## src/rtl/rvc_asap_5pl_fpga_in_sync.sv

```systemverilog
// Board-control input conditioning: 2-flop synchronizers, per-channel debounce,
// button polarity normalization and single-cycle press pulses.
module rvc_asap_5pl_fpga_in_sync #(
   parameter int unsigned DEBOUNCE_CYCLES   = 500000,
   parameter bit          BUTTON_ACTIVE_LOW = 1'b1
) (
   input  logic       Clock,
   input  logic       Rst,
   input  logic       RawButton_0,
   input  logic       RawButton_1,
   input  logic [9:0] RawSwitch,
   output logic       Button_0,
   output logic       Button_1,
   output logic       Button_0_Press,
   output logic       Button_1_Press,
   output logic [9:0] Switch
);

   localparam int unsigned CW      = (DEBOUNCE_CYCLES > 1) ? $clog2(DEBOUNCE_CYCLES) : 1;
   localparam int unsigned SW_W    = 10;
   localparam int unsigned NUM_BTN = 2;
   localparam logic [CW-1:0]      C_MAX   = CW'(DEBOUNCE_CYCLES - 1);
   // Idle (unpressed) pin level, so an unpressed button never looks pressed after reset
   localparam logic [NUM_BTN-1:0] BTN_IDLE = BUTTON_ACTIVE_LOW ? {NUM_BTN{1'b1}} : {NUM_BTN{1'b0}};

   logic [NUM_BTN-1:0]         btn_sync1, btn_sync2, btn_s;
   logic [SW_W-1:0]            sw_sync1, sw_sync2;

   logic [NUM_BTN-1:0]         btn_d, btn_d_nxt;
   logic [NUM_BTN-1:0][CW-1:0] btn_c, btn_c_nxt;
   logic [NUM_BTN-1:0]         btn_press, btn_press_nxt;
   logic [SW_W-1:0]            sw_d, sw_d_nxt;
   logic [CW-1:0]              sw_c, sw_c_nxt;

   // Two-flop synchronizers on every raw pin
   always_ff @(posedge Clock or negedge Rst) begin
      if (!Rst) begin
         btn_sync1 <= BTN_IDLE;
         btn_sync2 <= BTN_IDLE;
         sw_sync1  <= '0;
         sw_sync2  <= '0;
      end else begin
         btn_sync1 <= {RawButton_1, RawButton_0};
         btn_sync2 <= btn_sync1;
         sw_sync1  <= RawSwitch;
         sw_sync2  <= sw_sync1;
      end
   end

   assign btn_s = BUTTON_ACTIVE_LOW ? ~btn_sync2 : btn_sync2;

   // Debounce: any sample equal to the stable value restarts the qualification count
   always_comb begin
      btn_d_nxt     = btn_d;
      btn_c_nxt     = '0;
      btn_press_nxt = '0;
      sw_d_nxt      = sw_d;
      sw_c_nxt      = '0;
      for (int i = 0; i < NUM_BTN; i++) begin
         if (btn_s[i] != btn_d[i]) begin
            if (btn_c[i] == C_MAX) begin
               btn_d_nxt[i]     = btn_s[i];
               btn_press_nxt[i] = btn_s[i];
            end else begin
               btn_c_nxt[i] = btn_c[i] + CW'(1);
            end
         end
      end
      // Switch vector commits as a whole, taking whatever value is present at commit
      if (sw_sync2 != sw_d) begin
         if (sw_c == C_MAX) begin
            sw_d_nxt = sw_sync2;
         end else begin
            sw_c_nxt = sw_c + CW'(1);
         end
      end
   end

   always_ff @(posedge Clock or negedge Rst) begin
      if (!Rst) begin
         btn_d     <= '0;
         btn_c     <= '0;
         btn_press <= '0;
         sw_d      <= '0;
         sw_c      <= '0;
      end else begin
         btn_d     <= btn_d_nxt;
         btn_c     <= btn_c_nxt;
         btn_press <= btn_press_nxt;
         sw_d      <= sw_d_nxt;
         sw_c      <= sw_c_nxt;
      end
   end

   assign Button_0       = btn_d[0];
   assign Button_1       = btn_d[1];
   assign Button_0_Press = btn_press[0];
   assign Button_1_Press = btn_press[1];
   assign Switch         = sw_d;

endmodule

```

## config.mk

```make
export PLATFORM = sky130hd
export DESIGN_NAME = rvc_asap_5pl_fpga_in_sync
export DESIGN_NICKNAME = d
export VERILOG_FILES = /design/src/rtl/rvc_asap_5pl_fpga_in_sync.sv
export SDC_FILE = /design/constraint.sdc
export NUM_CORES = 1
export LEC_CHECK = 0
export CAP_MARGIN = 20
export CORE_MARGIN = 8
export CORE_UTILIZATION = 58
export CTS_CLUSTER_DIAMETER = 100
export DETAILED_ROUTE_END_ITERATION = 8
export GPL_TIMING_DRIVEN = 0
export PLACE_DENSITY = 0.91
export SKIP_CTS_REPAIR_TIMING = 1
export SYNTH_ARGS = -nofsm -noshare
export SYNTH_HDL_FRONTEND = slang
export SYNTH_SLANG_ARGS = --single-unit
```

## constraint.sdc

```tcl
create_clock -name Clock -period 2.02 [get_ports Clock]
set_input_delay 0.404 -clock Clock [delete_from_list [all_inputs] [get_ports Clock]]
set_output_delay 0.404 -clock Clock [all_outputs]
set_load 0.1 [all_outputs]
```

# After elaboration in Yosys (flattened, before gate mapping)
# Index checks and enable logic that the tools add are counted.
# classes
n_addsub	3
bitwise	1
n_eq_ne	6
reduce_logical	3
muxes	10
# ops
operator	n
19-bit two-way mux	6
19-bit by 1-bit adder with 19-bit output (second input constant)	3
19-bit == test (second input constant)	3
10-bit != test	1
2-bit AND reduction	3
1-bit two-way mux	4
1-bit != test	2
2-bit NOT	1
# word_totals
register_bits	95
word_cells	34

# Longest topological paths before layout
# Gate-level depths: netlist of run 1.
# logic_depth
ltp_word	3
depth_mapped	7

# Worst setup path before layout of run 1
# No wires, ideal clock.
# synth_path
path_kind	reg2reg
startpoint	register sw_d[3], in the netlist Switch[3]
endpoint	register sw_d[6], in the netlist Switch[6]
stages_incl_launch_ff	6
setup_slack_ns	-0.226
n_path_buf	0
arrival_ns	2.118
synth_period_minus_slack_ns	2.246
path_cell_list	dfrtp_1 -> xnor2_1 -> nand4_1 -> nor4_1 -> nand2b_2 -> mux2_1
# synth_between
elab_chain_len	2
# synth_rtl
item	line_no	text
start: declaration	32	logic [SW_W-1:0] sw_d, sw_d_nxt;
start signal: assignment	90	sw_d <= sw_d_nxt;
10-bit != test	70	if (sw_sync2 != sw_d) begin
2-bit AND reduction (no source line)	n/a	
# No other way between the ends.
# A chain may end at the register's enable or synchronous reset.

# Worst setup path after layout of run 1
# layout_path
startpoint	register btn_d[0]
endpoint	output port Button_0
# layout_lines
item	line_no	text
start: declaration	29	logic [NUM_BTN-1:0] btn_d, btn_d_nxt;
start signal: assignment	87	btn_d <= btn_d_nxt;
end: declaration	12	output logic Button_0,
# No word-level cell between the ends.

==> results of run 1 <==
==> cell type report <==
class	count	area, um^2
multi-input cells	248	1570
well taps	80	100
clock buffers	9	124
repair buffers	37	393
inverters	7	26.3
clock inverters	7	71.3
flip-flops and latches	95	2390
plain buffers	5	37.5
fillers	452	2000
==> through the flow <==
step / cell area [um^2] / util, % / TNS (ns)
2_1_floorplan: 4010 / - / 0
5_1_grt: 4720 / 70.2 / -0.337
3_5_place_dp: 4400 / 65.5 / -3.55
4_1_cts: 4600 / 68.4 / -8.50
6_report: 4720 / 70.2 / 0
3_3_place_gp: 4380 / 65.1 / -263.05
==> path summary, 6_finish.rpt <==
| kind | slack [ns] | end | cells after the start | startpoint |
|---|---|---|---|---|
| max | 0.07 | Button_0 | 1 | btn_d[0]$_DFFE_PN0P_ |
| min | 0.36 | sw_sync2[8]$_DFF_PN0_ | 0 | sw_sync1[8]$_DFF_PN0_ |
| max reg2reg | 0.09 | btn_c[9]$_DFF_PN0_ | 6 | btn_c[7]$_DFF_PN0_ |
| min reg2reg | 0.36 | sw_sync2[8]$_DFF_PN0_ | 0 | sw_sync1[8]$_DFF_PN0_ |
| max in group asynchronous | 0.89 | btn_sync2[0]$_DFF_PN1_ | 3 | Rst |
| min in group asynchronous | 0.45 | sw_sync2[5]$_DFF_PN0_ | 2 | Rst |
==> worst register-to-register path: stages (launching register included) <==
cell and delay, ns:
dfrtp_1 0.47, nor4bb_1 0.36, nand4_1 0.15, or3_4 0.38
nand2_2 0.18, buf_4 0.21, nor2_1 0.06
==> per-layer routing <==
layer	GRT usage, %	wire length [um]	vias up
li1	-	-	1271
met1	18.7	3330	1315
met2	26.1	3670	63
met3	3.88	322	10
met4	9.21	112	0
met5	0	0	-
==> Yosys cell counts (all sizes together), types with 3 or more instances <==
| master | instances | area, um^2 |
|---|---|---|
| xor2 | 20 | 175 |
| nand2 | 25 | 93.8 |
| nor3 | 12 | 60.1 |
| and4 | 3 | 26.3 |
| xnor2 | 43 | 377 |
| nor4 | 7 | 65.1 |
| buf | 4 | 33.8 |
| and3 | 6 | 37.5 |
| mux2 | 10 | 113 |
| nor2 | 71 | 267 |
| inv | 7 | 26.3 |
| nand3 | 20 | 100 |
| dfstp | 4 | 105 |
| dfrtp | 91 | 2280 |
| ha | 3 | 37.5 |
| nand4 | 13 | 81.3 |
==> sequential cells by signal (all words and copies together), names as in the netlist <==
signal	flops
btn_press	2
btn_sync2	2
btn_sync1	2
Switch	10
btn_d	2
sw_sync1	10
btn_c	38
sw_sync2	10
sw_c	19
==> cell families (layout without fill, tap and decap cells) <==
family / after synthesis / after routing / synth area share [%]
flip-flops: 95 / 95 / 59.6
XOR/XNOR: 63 / 63 / 13.8
buffers and inverters: 12 / 65 / 1.60
AND/OR/NAND/NOR: 170 / 170 / 20.9
multiplexers: 10 / 10 / 2.82
adder cells (fa/ha/maj): 3 / 3 / 0.940
AO/OA/AOI/OAI: 2 / 2 / 0.251
==> power breakdown <==
part           internal, mW  leakage, nW  total, mW  switching, mW
combinational         0.105        0.897      0.226          0.121
sequential             2.00         1.23       2.10          0.101
clock                 0.489        0.100       1.23          0.744
total                  2.59         2.23       3.56          0.966
==> metrics.cfg, run 1 <==
[critical_path]
crit_slowest_cell=dlymetal6s2s_1
cp-start-kind=flip-flop
critPathBufInv=1
path_class=reg -> out
max_stage_delay_ns=0.77
cp.arrival_ns=1.55
crit_chain=dlymetal6s2s_1
worstPathRequired_ns=1.62
cp_max_fo=4
critPathCaptureType=output port
crit_family=buffers and inverters

[timing]
layout_setup_ws_ns=0.0667
holdWs_ns=0.356
max_freq_mhz=512
setup_viol=0
worst_slew_pin_slew_ns=0.985
hold_viol_final=0
max_slew_margin_pct=34.2
min_period_ns=1.95
finalClockSkew_ns=0.0112
period_share_pct=96.7
slew_viol_final=0

[cts]
clkTransAtPathRegs_ns=0.09
cts_buffer_depth=2
root_buffer=clkbuf_8
cts_tree=yes
clock_sinks=95
clk-insertion-delay-late_ns=0.37
cts.htree.levels=3
cts_made_buffers=9

[global_route]
overflow=0
grt_pass1_vias=2709
antenna_found_initial=0
grt_max_degree=77
grt_pass1_wl_um=12400
grt_usage_pct=16.0

[synth]
yosysSeqAreaShare_pct=59.6
synth_edf_count=0
syn_inst=355
synthFlopType=dfrtp_1
synth_cell_types=32
synth_seq_cells=95
ys_warn_count=0
async_flop_share_pct=100
avgSynthCellArea_um2=11.3
syn_nets=372
syn_area_um2=3990

[floorplan]
dieArea_um2=9800
fp.dieW_um=99.0
dieHeight_um=99.0
fp.coreArea_um2=6720
rows=30
start_util_pct=59.4
io-pin-count=28

[power_and_ir_drop]
p_leak_nw=2.23
peakVddDrop_mv=0.626
power.density_nw_per_um2=755
power_mw=3.56

[placed_design]
portBuffers=27
place_inst=463
dp_hpwl_um=4910
gp_congestion=0.860
pre_cts_slack_ns=-0.177

[drt]
drtIter0Drc=98
ant_nets=0
drt-pass1-iter-count=4
wirelength_um=7440
drt-vias-per-instance=5.45
vias=2659
drcViolationCount=0
post_drt_wl_per_cell_um=15.2

[hold_path]
worst_hold_path_type=reg -> reg

[cells_and_area]
nNetsFinal=420
antenna_cells=0
final_common_cell=dfrtp_1
drive_above_1_share_pct=15.4
most-common-layout-cells=81 x dfrtp_1, 71 x nor2_1, 43 x xnor2_1
area_growth_pct=18.1
final_cells=488

[run_status]
status=finished, final reports clean

[flow_run]
maxCapViolCount=0

(Power assumes the default switching activity.)
==> run 2, diff against run 1 <==
CTS_CLUSTER_SIZE = 16   (was default)
==> results of run 2 <==
No change in the layout: final DEF, timing and power equal those of run 1.
